===== src/rtl/clk_en_gen.sv =====
// Multi-channel clock-enable generator gated by a synchronised MMCM lock.
// Optional build macro CLK_EN_SYNC_EN adds sync_in for a run-time phase realign.
module clk_en_gen #(
  parameter  int CHANNELS    = 4,
  parameter  int CNT_W       = 8,
  parameter  int DEFAULT_DIV = 6,
  parameter  int LOCK_CYCLES = 16,
  localparam int CH_W        = (CHANNELS > 1) ? $clog2(CHANNELS) : 1
) (
  input  logic                aclk,
  input  logic                rst,
  input  logic                lock_in,
  input  logic                div_wr,
  input  logic [CH_W-1:0]     div_ch,
  input  logic [CNT_W-1:0]    div_val,
  input  logic                lost_clr,
`ifdef CLK_EN_SYNC_EN
  input  logic                sync_in,
`endif
  output logic [CHANNELS-1:0] ce,
  output logic                rstn_out,
  output logic                locked,
  output logic                lock_lost
);

  localparam int SET_W       = $clog2(LOCK_CYCLES + 1);
  // The UNLOCKED cycle that first sees lk=1 counts as the first lock cycle.
  localparam int SETTLE_LAST = (LOCK_CYCLES > 1) ? LOCK_CYCLES - 2 : 0;

  typedef enum logic [1:0] {
    UNLOCKED = 2'd0,
    SETTLE   = 2'd1,
    RUN      = 2'd2
  } state_t;

  state_t              state_q;
  state_t              state_d;
  logic                lk_meta;
  logic                lk;
  logic [SET_W-1:0]    settle_cnt;
  logic                run_q;
  logic                lost_q;
  logic                in_run;
  logic                realign;
  logic [CNT_W-1:0]    act_q  [CHANNELS];
  logic [CNT_W-1:0]    pend_q [CHANNELS];
  logic [CNT_W-1:0]    cnt_q  [CHANNELS];
  logic [CHANNELS-1:0] wrap;

  always_ff @(posedge aclk) begin
    if (rst) begin
      lk_meta <= 1'b0;
      lk      <= 1'b0;
    end else begin
      lk_meta <= lock_in;
      lk      <= lk_meta;
    end
  end

  always_comb begin
    state_d = state_q;
    case (state_q)
      UNLOCKED: if (lk) state_d = SETTLE;
      SETTLE: begin
        if (!lk)                                     state_d = UNLOCKED;
        else if (settle_cnt == SET_W'(SETTLE_LAST)) state_d = RUN;
      end
      RUN:      if (!lk) state_d = UNLOCKED;
      default:  state_d = UNLOCKED;
    endcase
  end

  always_ff @(posedge aclk) begin
    if (rst) begin
      state_q    <= UNLOCKED;
      settle_cnt <= '0;
      run_q      <= 1'b0;
      lost_q     <= 1'b0;
    end else begin
      state_q    <= state_d;
      settle_cnt <= (state_q == SETTLE) ? settle_cnt + SET_W'(1) : '0;
      run_q      <= (state_d == RUN);
      if (state_q == RUN && state_d == UNLOCKED) lost_q <= 1'b1;
      else if (lost_clr)                         lost_q <= 1'b0;
    end
  end

  assign in_run    = (state_q == RUN);
  assign locked    = run_q;
  assign rstn_out  = run_q;
  assign lock_lost = lost_q;

`ifdef CLK_EN_SYNC_EN
  assign realign = in_run && sync_in;
`else
  assign realign = 1'b0;
`endif

  always_comb begin
    wrap = '0;
    for (int unsigned i = 0; i < CHANNELS; i++) begin
      wrap[i] = (act_q[i] <= CNT_W'(1)) || (cnt_q[i] == act_q[i] - CNT_W'(1));
    end
  end

  assign ce = in_run ? wrap : '0;

  // Pending ratio is promoted only at a wrap (or realign), when the counter
  // restarts from 0, so a period is never cut short or stretched.
  always_ff @(posedge aclk) begin
    for (int unsigned i = 0; i < CHANNELS; i++) begin
      if (rst) begin
        cnt_q[i]  <= '0;
        act_q[i]  <= CNT_W'(DEFAULT_DIV);
        pend_q[i] <= CNT_W'(DEFAULT_DIV);
      end else if (in_run) begin
        if (wrap[i] || realign) begin
          act_q[i] <= pend_q[i];
          cnt_q[i] <= '0;
        end else begin
          cnt_q[i] <= cnt_q[i] + CNT_W'(1);
        end
        if (div_wr && div_ch == CH_W'(i)) pend_q[i] <= div_val;
      end else begin
        cnt_q[i] <= '0;
        if (div_wr && div_ch == CH_W'(i)) begin
          act_q[i]  <= div_val;
          pend_q[i] <= div_val;
        end
      end
    end
  end

endmodule


===== config.mk =====
export PLATFORM = sky130hd
export DESIGN_NAME = clk_en_gen
export DESIGN_NICKNAME = d
export VERILOG_FILES = /design/src/rtl/clk_en_gen.sv
export SDC_FILE = /design/constraint.sdc
export NUM_CORES = 1
export LEC_CHECK = 0
export CAP_MARGIN = 20
export CORE_UTILIZATION = 50
export CTS_BUF_LIST = sky130_fd_sc_hd__clkbuf_8
export DETAILED_ROUTE_END_ITERATION = 16
export PLACE_DENSITY = 0.8
export SYNTH_ARGS = -nofsm -noshare
export SYNTH_HDL_FRONTEND = slang
export SYNTH_SLANG_ARGS = --single-unit

===== constraint.sdc =====
create_clock -name aclk -period 4.64 [get_ports aclk]
set_input_delay 0.464 -clock aclk [delete_from_list [all_inputs] [get_ports aclk]]
set_output_delay 0.464 -clock aclk [all_outputs]
set_load 0.02 [all_outputs]

Word-level counts from Yosys, hierarchy flattened
Memory sizes are Yosys's and may differ from the RTL's. Cells that the tools add are included.

Logic and storage cells: 177. Memory bits (writable): 96. Memories kept: 3. Flip-flop bits (word level): 11. Output and inout bits: 7.

Memories: act_q (depth 4, bits a word 8, read ports 4, clocked after memory_dff 0, write ports 4, line 45) `logic [CNT_W-1:0] act_q [CHANNELS];`; cnt_q (depth 4, bits a word 8, read ports 4, clocked after memory_dff 0, write ports 4, line 47) `logic [CNT_W-1:0] cnt_q [CHANNELS];`; pend_q (depth 4, bits a word 8, read ports 4, clocked after memory_dff 0, write ports 4, line 46) `logic [CNT_W-1:0] pend_q [CHANNELS];`.

Reductions and logical operators: 14. Eq/ne operators: 11. $add $sub $neg: 9. Multiplexer cells: 101. Bitwise operators: 29. Order comparisons: 4.

Operator list (number): 8-bit 2-to-1 mux (28); 1-bit 2-to-1 mux (67); 8-bit by 1-bit adder with 8-bit output, second input constant (4); 8-bit equality test (4); 8-bit by 1-bit <= comparator with 1-bit output, second input constant (4); 8-bit by 1-bit subtractor with 8-bit output, second input constant (4); 1-bit bitwise OR (28); 2-bit equality test, second input constant (4); 2-bit 2-to-1 mux (4); 2-bit logical NOT (3); 2-bit one-hot mux with 3 select lines (1); 5-bit by 1-bit adder with 5-bit output, second input constant (1); 5-bit by 4-bit equality test with 1-bit output, second input constant (1); 1-bit logical AND (5); 2-bit by 1-bit equality test with 1-bit output, second input constant (2); 1-bit logical OR (4); 4-bit 2-to-1 mux (1); 2-bit nonzero test (1); 2-bit OR reduction (1); 1-bit inverter (1).

Depth between registers and ports, before layout
An unclocked memory read counts as a cell.

Depth in word-level cells: 11. Mapped depth: 9.

Worst setup path before layout
No wires, ideal clock.

Kind: reg-to-reg. Start point: memory act_q[0][0]. End point: memory act_q[0][0], enable pin. Path buffers: 1. Required time: 4255 ps. Library setup time: 385 ps. Stages on the path, launching flop included: 10. Path slack: 1706 ps. Data arrival time: 2549 ps. Path through: edfxtp_1 -> inv_1 -> ha_1 -> nor3b_1 -> xnor2_1 -> mux2i_1 -> o21ai_0 -> a211o_1 -> clkbuf_1 -> a21boi_0.

RTL lines (line): from (decl) (45).

==> results.json <==
{
  "rsz0062_at_grt": "false",
  "grt_pass1_wl_um": 18300,
  "netSwitchingFraction": 0.254,
  "synth.most_common_cell": "edfxtp_1",
  "p_leak_nw": 2.17,
  "fin_crit_sh": 0.804,
  "end_kind": "primary output",
  "reg2reg_depth": 8,
  "die_w_um": 108,
  "worstSetupStartpointType": "register",
  "p_comb_frac": 0.096,
  "critPathRequiredTime_ns": 4.18,
  "hold_depth": 1,
  "multiInputGateArea_mm2": 0.00252,
  "p_sw_w": 0.000493,
  "num_vias": 4105,
  "worst_pin_slew_ns": 0.727,
  "fill_cells": 895,
  "hold_violations": 0,
  "ys_warn_count": 0,
  "area_growth_pct": 11.7,
  "ys_seq_elements": 107,
  "dp_slack_ns": 1.02,
  "rows": 38,
  "synth_area_leaders": "edfxtp_1 (51%), xnor2_1 (5.4%), nor2_1 (5.4%)",
  "ios": 22,
  "slew_headroom": 0.514,
  "p_int_w": 0.00145,
  "clock_skew_ns": 0.0120,
  "numCtsBuffers": 9,
  "synthArstFlopShare": 0,
  "core_mm2": 0.0109,
  "synth_area_mm2": 0.00563,
  "clk_latency_ns": 0.38,
  "clockRootBuffer": "clkbuf_8",
  "dr.pass1.iters": 5,
  "yosysTopAreaCellShare": 0.512,
  "drt_iter0_markers": 273,
  "fin_tns_setup_ns": 0,
  "detailed_place.area_mm2": 0.00608,
  "r2r-end": "act_q[2][4]$_SDFFCE_PN0P_",
  "tritoncts": "built",
  "postLayoutSetupSlackWorst_ns": 0.907,
  "dp_hpwl_um": 8290,
  "worstSetupPathType": "register to primary output",
  "r2r_slack_ns": 1.70,
  "gp_congestion": 0.944,
  "reg2reg_from": "act_q[2][0]$_SDFFCE_PN0P_",
  "maxCapViolations": 0,
  "p_per_area_mw_per_mm2": 308,
  "clock-sinks": 107,
  "status": "finished, final reports clean",
  "power_frac_clock": 0.307,
  "crit_path_max_fanout": 9,
  "synth_flop_cell": "edfxtp_1",
  "seqPwrFrac": 0.597,
  "crit_arrival_ns": 3.27,
  "netlist_top_cells_count": "edfxtp_1 (96), nor2_1 (81), nand2_1 (63)",
  "finalSetupViolations": 0,
  "cts_setup_buffers": 0,
  "grt_usage": 0.206,
  "drive_gt1_frac": 0.0458,
  "hold_start": "lk_meta$_SDFF_PP0_",
  "overflow": 0,
  "report.final.slew_viol_count": 0,
  "finish.instance_area_mm2": 0.00629,
  "avgSynthCellArea_um2": 10.6,
  "wl_per_cell_um": 15.6,
  "antenna_found_initial": 0,
  "ir_drop_mv": 0.203,
  "timing.hold.ws_ns": 0.460,
  "h-tree-depth": 3,
  "portBuffers": 21,
  "holdPathEnd": "lk$_SDFF_PP0_",
  "cts_hold_buf": 0,
  "die_h_um": 108,
  "period_minus_slack_ns": 3.73,
  "ctsResizeCount": 0,
  "start_util": 0.517,
  "grt_pass1_vias": 3913,
  "fin_nets": 614,
  "yosys.area.top_type": "edfxtp_1",
  "drc_errors": 0,
  "grt_max_degree": 20,
  "fmax_ghz": 0.268,
  "synth-edff-count": 96,
  "cts.path.max_buffers": 2,
  "synthDistinctLibCells": 50,
  "dieArea_mm2": 0.0117,
  "drtAntennaViolNets": 0,
  "regArea_mm2": 0.00310,
  "clk_pin_slew_worst_paths_ns": 0.11,
  "power_w": 0.00194,
  "ys_seq_area_frac": 0.551,
  "diodes": 0,
  "finalWirelength_um": 11400,
  "vias_per_cell": 5.62,
  "synth_cells": 533,
  "hp-class": "register to register"
}
[power groups by stage]
stage	Combinational, W	Sequential, W	Clock, W
final	0.000185	0.00116	0.000596
after global routing	0.000205	0.00117	0.000645
after CTS	0.000182	0.00116	0.000605
after detailed placement	0.000180	0.00118	0
after global placement	0.000172	0.00118	0
after floorplan	0.000134	0.00116	0
[per-layer routing]
metal,global-route usage,up-vias,part of all wire
met4,0.0910,0,0.025
met2,0.338,143,0.49
met3,0.0494,27,0.069
met5,0,-,0
li1,-,1974,-
met1,0.259,1961,0.42
[critical path: stages, from the launching register on]
cell and delay [ns]:
edfxtp_1 0.47, inv_1 0.09, ha_1 0.19, nor3b_1 0.40, xnor2_1 0.22, mux2i_1 0.23
o21ai_0 0.13, a21oi_1 0.50, nor2_1 0.10, clkdlybuf4s50_1 0.57
[flip-flops by register name, summed over array words and instances, names as in the netlist]
register    count
cnt_q          32
locked          1
lk              1
act_q          32
lock_lost       1
state_q         2
lk_meta         1
settle_cnt      5
pend_q         32
[cells in the final DEF (no fill, tap or decap), drive strengths merged, types with 2 or more instances in the layout]
| cell | instances |
|---|---|
| nor2b | 6 |
| clkbuf | 9 |
| o22ai | 3 |
| or2 | 3 |
| clkdlybuf4s50 | 21 |
| a21oi | 10 |
| xnor2 | 35 |
| or3 | 5 |
| a211o | 2 |
| a21boi | 5 |
| buf | 4 |
| o211ai | 2 |
| nand2b | 7 |
| a32o | 6 |
| inv | 18 |
| o221ai | 2 |
| a21o | 2 |
| nor2 | 81 |
| and2 | 4 |
| o32a | 6 |
| nand3 | 21 |
| xor2 | 33 |
| and3 | 9 |
| nand2 | 64 |
| nor4 | 5 |
| o21ai | 23 |
| conb | 32 |
| dfxtp | 11 |
| ha | 14 |
| o2111ai | 2 |
| nand3b | 5 |
| nor3b | 5 |
| nand4 | 4 |
| nor3 | 23 |
| edfxtp | 96 |
[worst max path at each step]
| stage | cells past startpoint | startpoint | to |
|---|---|---|---|
| floorplan | 9 | act_q[0][0]$_DFFE_PP_ | act_q[0][0]$_DFFE_PP_ |
| global placement | 5 | rst | act_q[0][0]$_DFFE_PP_ |
| detailed placement | 5 | rst | act_q[0][3]$_DFFE_PP_ |
| CTS | 9 | act_q[0][0]$_DFFE_PP_ | ce[0] |
| global route | 9 | act_q[0][0]$_DFFE_PP_ | ce[0] |
| finish | 9 | act_q[0][0]$_DFFE_PP_ | ce[0] |
[cells by family (layout without fill, tap and decap cells)]
| logic type | after synthesis | count (layout) | share of synthesized area |
|---|---|---|---|
| AND/OR/NAND/NOR | 247 | 247 | 0.206 |
| flip-flops | 107 | 107 | 0.551 |
| XOR/XNOR | 68 | 68 | 0.106 |
| AO/OA/AOI/OAI | 67 | 67 | 0.0820 |
| buffers and inverters | 28 | 54 | 0.0213 |
| adder cells (fa/ha/maj) | 14 | 14 | 0.0311 |
| other | 1 | 32 | 0.000666 |
| multiplexers | 1 | 1 | 0.00178 |
[final cells by class]
class | count | share of cell area
Inverter | 13 | 0.00776
Clock inverter | 7 | 0.0129
Multi-Input combinational cell | 429 | 0.401
Tap cell | 140 | 0.0278
Sequential cell | 107 | 0.493
Clock buffer | 9 | 0.0197
Timing Repair Buffer | 25 | 0.0374
[through the flow]
| stage | util | cells |
|---|---|---|
| floorplan | - | 564 |
| global placement | 0.558 | 712 |
| detailed placement | 0.558 | 712 |
| CTS | 0.577 | 728 |
| global route | 0.578 | 730 |
| finish | 0.578 | 730 |
No activity file was read; power rests on OpenSTA's default activity.
